==> src/rtl/pcie_tx_mux_pkg.sv <==
// Shared definitions for the PCIe transmit merge: FSM encoding, counter
// layout and the round-robin lane picker used by the arbiter.
package pcie_tx_mux_pkg;

  localparam int NUM_LANES   = 4;
  localparam int DEF_CNT_W   = 5;
  // Counters 0..3 track grants per lane, counter 4 tracks output pops.
  localparam int CNT_IDX_POP = NUM_LANES;
  localparam int NUM_CNT     = NUM_LANES + 1;

  typedef enum logic [1:0] {
    ST_INIT   = 2'd0,
    ST_IDLE   = 2'd1,
    ST_ACTIVE = 2'd2
  } state_t;

  // Returns {found, lane}: first requesting lane at or after 'start',
  // wrapping around. Scanning downwards lets the nearest lane win last.
  function automatic logic [2:0] rr_pick(input logic [NUM_LANES-1:0] req,
                                         input logic [1:0] start);
    logic [1:0] lane;
    rr_pick = 3'b000;
    for (int k = NUM_LANES - 1; k >= 0; k--) begin
      lane = start + 2'(k);
      if (req[lane]) rr_pick = {1'b1, lane};
    end
  endfunction

endpackage

==> src/rtl/pcie_tx_mux_fifo.sv <==
// Synchronous FIFO with occupancy count. The head word is presented
// combinationally so the arbiter can forward it on the same edge it pops.
// Pushes on a full FIFO are dropped even if a pop happens that cycle.
module pcie_tx_mux_fifo #(
  parameter int W     = 12,
  parameter int DEPTH = 4,
  localparam int AW   = $clog2(DEPTH),
  localparam int CW   = AW + 1
) (
  input  logic          clk,
  input  logic          reset,
  input  logic          push,
  input  logic          pop,
  input  logic [W-1:0]  din,
  output logic [W-1:0]  head,
  output logic [CW-1:0] count
);

  logic [W-1:0]  mem [DEPTH];
  logic [AW-1:0] wr_ptr_reg;
  logic [AW-1:0] rd_ptr_reg;
  logic [CW-1:0] count_reg;
  logic          push_ok;
  logic          pop_ok;

  assign push_ok = push && (count_reg != CW'(DEPTH));
  assign pop_ok  = pop && (count_reg != '0);
  assign head    = mem[rd_ptr_reg];
  assign count   = count_reg;

  // Storage array, no reset so it maps onto plain RAM.
  always_ff @(posedge clk) begin
    if (push_ok) mem[wr_ptr_reg] <= din;
  end

  // Pointer and occupancy bookkeeping; depth is a power of 2 so pointers wrap.
  always_ff @(posedge clk) begin
    if (reset) begin
      wr_ptr_reg <= '0;
      rd_ptr_reg <= '0;
      count_reg  <= '0;
    end else begin
      if (push_ok) wr_ptr_reg <= wr_ptr_reg + AW'(1);
      if (pop_ok)  rd_ptr_reg <= rd_ptr_reg + AW'(1);
      count_reg <= count_reg + CW'(push_ok) - CW'(pop_ok);
    end
  end

endmodule

==> src/rtl/pcie_tx_mux.sv <==
// Transmit-side merge: four source lanes feed small input FIFOs, a
// round-robin arbiter moves one word per cycle into a shared output FIFO,
// throttled by a low/high occupancy hysteresis. Per-source transfer
// counters are readable through req/idx.
module pcie_tx_mux
  import pcie_tx_mux_pkg::*;
#(
  parameter int TAMANO_DATOS = 12,
  parameter int UMBRALES_L_H = 8,
  parameter int IN_DEPTH     = 4,
  parameter int OUT_DEPTH    = 8,
  parameter int CNT_W        = DEF_CNT_W
) (
  input  logic                    clk,
  input  logic                    reset,
  input  logic                    init,
  input  logic [UMBRALES_L_H-1:0] umbral_L,
  input  logic [UMBRALES_L_H-1:0] umbral_H,
  input  logic [NUM_LANES-1:0]    push_in,
  input  logic [TAMANO_DATOS-1:0] data_in0,
  input  logic [TAMANO_DATOS-1:0] data_in1,
  input  logic [TAMANO_DATOS-1:0] data_in2,
  input  logic [TAMANO_DATOS-1:0] data_in3,
  input  logic                    pop_out,
  output logic [TAMANO_DATOS-1:0] data_out,
  output logic                    valid_out,
  output logic                    empty_out,
  output logic                    pause,
  output logic [NUM_LANES-1:0]    full_in,
  output logic [NUM_LANES-1:0]    overflow_err,
  input  logic                    req,
  input  logic [2:0]              idx,
  output logic [CNT_W-1:0]        cnt_out,
  output logic                    cnt_valid
);

  localparam int IN_CW  = $clog2(IN_DEPTH) + 1;
  localparam int OUT_CW = $clog2(OUT_DEPTH) + 1;

  state_t                  state_reg, state_next;
  logic [TAMANO_DATOS-1:0] lane_din   [NUM_LANES];
  logic [TAMANO_DATOS-1:0] lane_head  [NUM_LANES];
  logic [IN_CW-1:0]        lane_count [NUM_LANES];
  logic [NUM_LANES-1:0]    lane_empty;
  logic [NUM_LANES-1:0]    lane_full;
  logic [NUM_LANES-1:0]    lane_pop;
  logic [TAMANO_DATOS-1:0] out_head;
  logic [OUT_CW-1:0]       out_count;
  logic [OUT_CW-1:0]       out_count_next;
  logic [UMBRALES_L_H-1:0] out_count_ext;
  logic                    out_empty;
  logic                    out_pop_ok;
  logic                    grant;
  logic [2:0]              pick;
  logic [1:0]              rr_ptr_reg;
  logic                    pause_reg, pause_next;
  logic [UMBRALES_L_H-1:0] umbral_l_reg, umbral_h_reg;
  logic [NUM_LANES-1:0]    overflow_reg;
  logic [TAMANO_DATOS-1:0] data_out_reg;
  logic                    valid_out_reg;
  logic [CNT_W-1:0]        cnt_reg [NUM_CNT];
  logic [NUM_CNT-1:0]      cnt_inc;
  logic [CNT_W-1:0]        cnt_sel;
  logic [CNT_W-1:0]        cnt_out_reg;
  logic                    cnt_valid_reg;

  assign lane_din[0] = data_in0;
  assign lane_din[1] = data_in1;
  assign lane_din[2] = data_in2;
  assign lane_din[3] = data_in3;

  genvar gi;
  generate
    for (gi = 0; gi < NUM_LANES; gi++) begin : g_lane
      pcie_tx_mux_fifo #(
        .W     (TAMANO_DATOS),
        .DEPTH (IN_DEPTH)
      ) u_in_fifo (
        .clk   (clk),
        .reset (reset),
        .push  (push_in[gi]),
        .pop   (lane_pop[gi]),
        .din   (lane_din[gi]),
        .head  (lane_head[gi]),
        .count (lane_count[gi])
      );
      assign lane_empty[gi] = (lane_count[gi] == '0);
      assign lane_full[gi]  = (lane_count[gi] == IN_CW'(IN_DEPTH));
    end
  endgenerate

  pcie_tx_mux_fifo #(
    .W     (TAMANO_DATOS),
    .DEPTH (OUT_DEPTH)
  ) u_out_fifo (
    .clk   (clk),
    .reset (reset),
    .push  (grant),
    .pop   (out_pop_ok),
    .din   (lane_head[pick[1:0]]),
    .head  (out_head),
    .count (out_count)
  );

  assign out_empty      = (out_count == '0);
  assign out_pop_ok     = pop_out && !out_empty;
  assign out_count_next = out_count + OUT_CW'(grant) - OUT_CW'(out_pop_ok);
  assign out_count_ext  = UMBRALES_L_H'(out_count_next);
  assign cnt_inc        = {out_pop_ok, lane_pop};

  // Round-robin grant: only in ACTIVE, not paused, and output has room.
  always_comb begin
    pick     = rr_pick(~lane_empty, rr_ptr_reg);
    grant    = (state_reg == ST_ACTIVE) && !pause_reg &&
               (out_count < OUT_CW'(OUT_DEPTH)) && pick[2];
    lane_pop = '0;
    if (grant) lane_pop[pick[1:0]] = 1'b1;
  end

  // Next-state logic; init always wins and sends the FSM back to INIT.
  always_comb begin
    state_next = state_reg;
    case (state_reg)
      ST_INIT:   if (!init) state_next = ST_IDLE;
      ST_IDLE:   if (init) state_next = ST_INIT;
                 else if (lane_empty != '1) state_next = ST_ACTIVE;
      ST_ACTIVE: if (init) state_next = ST_INIT;
                 else if (lane_empty == '1) state_next = ST_IDLE;
      default:   state_next = ST_INIT;
    endcase
  end

  // Hysteresis on the post-edge occupancy; set has priority over clear.
  always_comb begin
    pause_next = pause_reg;
    if (out_count_ext >= umbral_h_reg)      pause_next = 1'b1;
    else if (out_count_ext <= umbral_l_reg) pause_next = 1'b0;
  end

  // Counter read mux; indices past the last counter read as zero.
  always_comb begin
    cnt_sel = '0;
    for (int k = 0; k < NUM_CNT; k++) begin
      if (idx == 3'(k)) cnt_sel = cnt_reg[k];
    end
  end

  // FSM state, threshold latch, pause flag and round-robin pointer.
  always_ff @(posedge clk) begin
    if (reset) begin
      state_reg    <= ST_INIT;
      umbral_l_reg <= '0;
      umbral_h_reg <= UMBRALES_L_H'(OUT_DEPTH);
      pause_reg    <= 1'b0;
      rr_ptr_reg   <= '0;
    end else begin
      state_reg <= state_next;
      pause_reg <= pause_next;
      if (state_reg == ST_INIT && init) begin
        umbral_l_reg <= umbral_L;
        umbral_h_reg <= umbral_H;
      end
      if (grant) rr_ptr_reg <= pick[1:0] + 2'd1;
    end
  end

  // Output data register and sticky overflow flags.
  always_ff @(posedge clk) begin
    if (reset) begin
      data_out_reg  <= '0;
      valid_out_reg <= 1'b0;
      overflow_reg  <= '0;
    end else begin
      valid_out_reg <= out_pop_ok;
      if (out_pop_ok) data_out_reg <= out_head;
      overflow_reg <= overflow_reg | (push_in & lane_full);
    end
  end

  // Transfer counters (wrapping) and the registered read port.
  always_ff @(posedge clk) begin
    if (reset) begin
      for (int k = 0; k < NUM_CNT; k++) cnt_reg[k] <= '0;
      cnt_out_reg   <= '0;
      cnt_valid_reg <= 1'b0;
    end else begin
      for (int k = 0; k < NUM_CNT; k++) begin
        if (cnt_inc[k]) cnt_reg[k] <= cnt_reg[k] + CNT_W'(1);
      end
      cnt_valid_reg <= req;
      if (req) cnt_out_reg <= cnt_sel;
    end
  end

  assign data_out     = data_out_reg;
  assign valid_out    = valid_out_reg;
  assign empty_out    = out_empty;
  assign pause        = pause_reg;
  assign full_in      = lane_full;
  assign overflow_err = overflow_reg;
  assign cnt_out      = cnt_out_reg;
  assign cnt_valid    = cnt_valid_reg;

endmodule
==> config.mk <==
export PLATFORM = sky130hd
export DESIGN_NAME = pcie_tx_mux
export DESIGN_NICKNAME = d
export VERILOG_FILES = /design/src/rtl/pcie_tx_mux_pkg.sv /design/src/rtl/pcie_tx_mux_fifo.sv /design/src/rtl/pcie_tx_mux.sv
export SDC_FILE = /design/constraint.sdc
export NUM_CORES = 1
export LEC_CHECK = 0
export CORE_MARGIN = 2
export CORE_UTILIZATION = 40
export CTS_CLUSTER_SIZE = 30
export DETAILED_ROUTE_END_ITERATION = 10
export DONT_BUFFER_PORTS = 1
export PLACE_DENSITY = 0.64
export SLEW_MARGIN = 20
export SYNTH_ARGS = -nofsm -noshare
export SYNTH_HDL_FRONTEND = slang
export SYNTH_SLANG_ARGS = --single-unit
==> constraint.sdc <==
create_clock -name clk -period 5.7 [get_ports clk]
set_clock_uncertainty 0.2 [all_clocks]
set_input_delay 1.14 -clock clk [delete_from_list [all_inputs] [get_ports clk]]
set_output_delay 1.14 -clock clk [all_outputs]
set_load 0.03 [all_outputs]
==> results.ini <==
[cts]
postCtsHoldBufs = 0
cts_max_level = 2
cts_buffers = 44
clk_latency_ps = 560
cts_root_buffer = clkbuf_16
cts_resized = 0
cts_tree = built
clock-sinks = 403
clockBufferDepth = 3
path_clk_slew_ps = 60
post_cts_buffers = 0

[global_route]
grt_pass1_wl_um = 49500
antenna_found_initial = 1
first_global_vias = 8534
grt_most_used_layer = met2
grt_max_degree = 93
grtUsageMet3_pct = 4.175
grtUsageTotal_pct = 14.95
grt-ovfl-total = 0
met2_usage_pct = 24.25
use_met1_pct = 19.65

[drt]
drtIter0Drc = 521
wl_um = 31690
detail-route-antenna-nets = 0
detail_route.wl_per_cell_um = 19.49
drtPass1Iterations = 4
drc = 0
vias = 8314
routed_via_density = 5.113

[sta]
finalHoldViolations = 0
grt_setup_unrepaired = false
fmax_mhz = 276.4
worstMarginPinSlew_ps = 1048
relSlewSlack_pct = 29.59
post-route-period-util_pct = 63.47
hold_slack_ps = 257.7
slew_viol_final = 0
finalSetupViolCount = 0
fin_crit_ps = 3618
setup-tns-final_ps = 0

[setup_path]
timing.rr.end = pause
slowest_stage = fa_1
critPathKind = reg2reg
crit_top_cell = ha_1
critical_path.top_delay_family = adder cells
endpoint_kind = flop
arrival_ps = 3850
start_kind = flop
rr_worst_depth = 15
crit_buf_inv = 3
r2r-start = u_out_fifo.count[2]
path_max_fanout = 5
cp.required_ps = 5930
slowest_delay_ps = 470
r2r_setup_slack_ps = 2080
path_cells = inv_1, ha_1, and2_1, nand2b_1, inv_1, ha_1, inv_1, ha_1, fa_1, ha_1, nor2b_1, o21a_1, o21a_1, o21ai_0, a21oi_1

[power_and_ir_drop]
clock_power_share_pct = 30.9
power.density_nw_per_um2 = 494.6
power_frac_comb_pct = 24.3
p_leak_nw = 6.224
p_sw_mw = 2.816
seqPwrFrac_pct = 44.8
irDropWorstVdd_v = 0.0003259
swShare_pct = 30.78
power.total_mw = 9.149
internal-power_mw = 6.332

[logic_synthesis]
mappedNetlistArea_um2 = 16560
synth_fp_nets = 1183
synthXorXnorAreaFrac_pct = 2.328
synth_top_family_by_area = multiplexers
synth-compound-area-share_pct = 3.847
syn_area_per_cell_um2 = 15.78
synth-main-ff-cell = edfxtp_1
netlist_instances = 1049
muxShareOfSynthArea_pct = 11.49
async_flop_share_pct = 0
yosysSeqAreaShare_pct = 67.65
synth_edf_count = 313
synth_cell_types = 52
ys_warn_count = 0
synth_seq_cells = 403
yosys.area_share.simple_pct = 7.180
synth-adder-area-share_pct = 4.716

[die]
core-area_um2 = 40830
rows = 74
initial_core_util_pct = 40.55
die_y_um = 207.4
dieArea_um2 = 43030
top_level_ports = 105
die_x_um = 207.4

[layout]
area_growth_pct = 11.72
largest_reg_flops = 192
final_nets = 1192
final_common_cell = edfxtp_1
insertedDiodeCount = 0
final_cell_mix = edfxtp_1 (313), dfxtp_1 (90), nor2_1 (89), nand2_1 (78), mux4_2 (76)
layout.cells.non_filler = 1626
finish.instance_area_um2 = 18500
drive_gt1_share_pct = 14.90

[place]
placed_cells = 1544
place.gp.congestion = 0.8054
port_buffers = 0
placed_cell_area_um2 = 17050
dp_hpwl_um = 21070

[worst_hold_path]
worstHoldPathCells = 2
hold_end = umbral_h_reg[4]
hp-class = reg2reg
min_from = umbral_h_reg[4]

[status]
status = finished, final reports clean

[flow_run]
max-cap-violations = 0

[final cells by class]
cell class,count,area [um^2]
sequential,403,11200
timing repair buffer,12,90.09
inverter,50,187.7
clock inverter,23,255.2
tap,532,665.6
clock buffer,59,1189
fill,3496,22340
multi-input combinational,547,4908
[worst max path at each step]
stage | from | to | cells past startpoint
2_1_floorplan | pop_out | pause | 12
3_3_place_gp | pop_out | pause | 12
3_5_place_dp | pop_out | pause | 12
4_1_cts | u_out_fifo.count[2] | pause | 15
5_1_grt | u_out_fifo.count[2] | pause | 15
6_report | u_out_fifo.count[2] | pause | 15
[routing by layer]
metal  routed length, um  part of all wire, %  up-vias
met3                2024                  6.4       48
met1               13670                   43     4157
li1                    -                    -     3938
met4                 672                  2.1        0
met2               15320                   48      171
met5                   0                    0        -
[power groups by stage]
stage / clock, mW / sequential, mW / combinational [mW]
6_report: 2.82 / 4.10 / 2.23
5_1_grt: 3.01 / 4.14 / 2.49
4_1_cts: 2.89 / 4.10 / 2.25
3_5_place_dp: 0 / 4.16 / 2.24
3_3_place_gp: 0 / 4.15 / 2.18
2_1_floorplan: 0 / 4.10 / 1.72
[synth_stat cells (2+ instances only)]
library cell    n  area [um^2]
xnor2_1        24        210.2
nand2b_1        8        50.05
a21o_1          7        52.55
nand2_1        78        292.8
nor2_1         89        334.1
mux2i_1        19        190.2
o21a_1          3        22.52
clkbuf_8        2        27.53
or3_1           3        18.77
buf_6           8        90.09
nand4_1         2        12.51
mux4_2         76         1712
ha_1           52        650.6
a21oi_1        36        180.2
fa_1            6        120.1
a211o_1         2        17.52
a311oi_1        4        35.03
edfxtp_1      313         9399
dfxtp_1        90         1802
a32oi_1        12        105.1
clkbuf_1       29        108.9
inv_1          48        180.2
nor3_1         10        50.05
and2_1         18        112.6
buf_1           2        7.510
o21ai_0         5        25.02
nand3_1        15        75.07
a211oi_1       15        112.6
and3_2          2        15.01
buf_2           8        40.04
and3_1          7        43.79
nor4_1          2        12.51
xor2_1         20        175.2
nor2b_1        15        93.84
inv_2           2        7.510
[through the flow]
step           utilization [%]  setup WS [ps]
2_1_floorplan                -           2176
3_3_place_gp             41.76           1907
3_5_place_dp             41.76           1912
4_1_cts                  45.30           2046
5_1_grt                  45.30           1822
6_report                 45.30           2082
[worst min-delay path, stage by stage (launching register included)]
cell and delay, ps:
dfxtp_1 310, nand2_1 50, a21oi_1 50
[kinds of logic (layout without fill, tap and decap cells)]
family                   after synthesis  count (layout)
AND/OR/NAND/NOR                      257             257
multiplexers                          95              95
buffers and inverters                 99             144
adder cells (fa/ha/maj)               59              59
AO/OA/AOI/OAI                         92              92
flip-flops                           403             403
XOR/XNOR                              44              44
(Power assumes the default switching activity.)
==> RTL change, RTL diff (config.mk and constraints unchanged) <==
Register the output `cnt_out` once more; this adds one clock of latency there. The other outputs are not delayed to match.
--- a/src/rtl/pcie_tx_mux.sv
+++ b/src/rtl/pcie_tx_mux.sv
@@ -199,5 +199,7 @@
   assign full_in      = lane_full;
   assign overflow_err = overflow_reg;
-  assign cnt_out      = cnt_out_reg;
+  always_ff @(posedge clk) begin
+    cnt_out <= cnt_out_reg;
+  end
   assign cnt_valid    = cnt_valid_reg;
 
Formal check against the unedited RTL: not equivalent (Yosys sat finds a counterexample within 10 cycles, from zero or initial values and one cycle with reset high).
==> RTL change against the unedited design <==
Count of clock-buffer cells in the layout down 6. Sequential share of layout area rose by 0.27 points. Worst setup slack lost 420 ps. Synthesized area grew 0.36%. Final area is 0.44% higher. Wire length rose by 1.4%. Critical path depth is 3 lower. Highest routed layer unchanged. Sequential cell count increased by 5. Power decreased by 0.29%. First-iteration DRC count up 30%.
==> RTL change: results (changes against the unedited design) <==
[status]
outcome=finished clean

[synthesis]
syn_avg_cell_area_um2=15.8  ; +0.17%
synth-edff-count=313  ; unchanged
synth_warnings=0  ; unchanged
synth_common_cells=313 x edfxtp_1, 95 x dfxtp_1, 89 x nor2_1
ys_seq_area_frac=0.680  ; +0.00358
async_flop_share=0  ; unchanged
synth_cell_type_count=50  ; -3.8%
synth_fp_nets=1185  ; +0.17%
synth.area.top_cells=edfxtp_1 57%, dfxtp_1 11%, mux4_2 10%

[clock_tree]
cts_htree_levels=2  ; unchanged
clock_latency_ps=570
postCtsSetupRepairBufs=0  ; unchanged
root_buffer=clkbuf_16
numCtsBuffers=44  ; unchanged
cts_resized=0  ; unchanged
clk_pin_slew_worst_paths_ps=60  ; about the same
cts_buffer_depth=3  ; unchanged

[timing]
tightestPinTransition_ps=1060  ; +14.2 ps
setup_slack_ps=1660  ; -420 ps

[finish]
largest_register_ffs=192  ; unchanged
layout-drive-gt1-share=0.154  ; +0.00471
antenna_cells=0  ; unchanged
instances_no_fill=1625  ; -0.062%

[critical_path]
r2r_cells=12  ; -3
cp.arrival_ps=4280  ; +430 ps
crit_start=g_lane[0].u_in_fifo.count[2]
r2r-end=g_lane[1].u_in_fifo.count[2]
worst_setup_path_end_kind=register
crit_fanout=27  ; +22
rrSetupSlack_ps=1660  ; -420 ps

[power]
p_leak_nw=6.28  ; +0.85%
vdd_drop_max_v=0.000270  ; -17%

[placed_design]
gp_congestion=0.752  ; -6.6%
io_buffer_count=0  ; unchanged
hpwl_mm=21.5  ; +1.9%
dpl.cell_count=1544  ; unchanged

[detailed_routing]
wire_per_inst_um=19.8  ; +1.5%
firstDrtPassIters=5  ; +1
avgViaCountPerCell=5.13  ; +0.34%
drt-initial-drc-count=677  ; +30%

[global_route]
grt_pass1_vias=8506  ; -0.33%
grt_use_total=0.152  ; +0.00255
grt_pass1_wl_mm=50.1  ; +1.2%
grt_max_degree=93  ; unchanged
grt_antenna_before_repair=0  ; -1

[hold_path]
min_path_type=register to register
hold_path_depth=0  ; -2
min_from=cnt_out_reg[0]

-- RTL change: report_power, final --
| part | leakage (nW) | internal, mW | switching (mW) |
|---|---|---|---|
| combinational | 1.90 | 0.763 | 1.38 |
| clock | 0.713 | 1.69 | 1.15 |
| sequential | 3.66 | 3.90 | 0.240 |
-- RTL change: area by class of cell --
class / count / area [um^2]
Clock buffer: 53 / 1160
Sequential cell: 408 / 11300
Timing Repair Buffer: 10 / 75.1
Tap cell: 532 / 666
Inverter: 50 / 188
Fill cell: 3584 / 22300
Multi-Input combinational cell: 544 / 4900
Clock inverter: 28 / 285
-- RTL change: through the flow --
stage | power (mW) | area [um^2]
after global placement | 6.28 | 17100
after CTS | 9.23 | 18600
final | 9.12 | 18600
after detailed placement | 6.37 | 17100
after floorplan | 5.82 | 16600
after global routing | 9.66 | 18600
-- RTL change: metal layers --
metal	global-route usage	vias up	wire length, um
met5	0	-	0
met4	0.0487	0	561
met3	0.0443	35	2360
met2	0.244	230	15400
met1	0.200	4133	13800
li1	-	3939	-
-- RTL change: worst min-delay path by stage --
stage / end / slack (ps)
5_1_grt: cnt_out[2] / 170
3_3_place_gp: cnt_out[1] / 140
6_report: cnt_out[0] / 150
4_1_cts: cnt_out[0] / 160
3_5_place_dp: cnt_out[0] / 150
2_1_floorplan: cnt_out[4] / 130
-- RTL change: logic make-up after synthesis --
logic type | synth area share
AOI/OAI and AO/OA | 0.0375
xor gates and xnor gates | 0.0232
DFF | 0.680
muxes | 0.115
and+or+nand+nor | 0.0716
adders and majority gates | 0.0470
buffers and inverters | 0.0260
-- RTL change: critical path, stage by stage (launching register included) --
cell      delay, ps
dfxtp_1         330
or3_4           420
a211oi_1        240
o21a_1          710
inv_2           380
ha_1            330
and3_1          190
ha_1            280
inv_1            30
ha_1            180
fa_1            380
xnor2_1         170
nor2_1           50
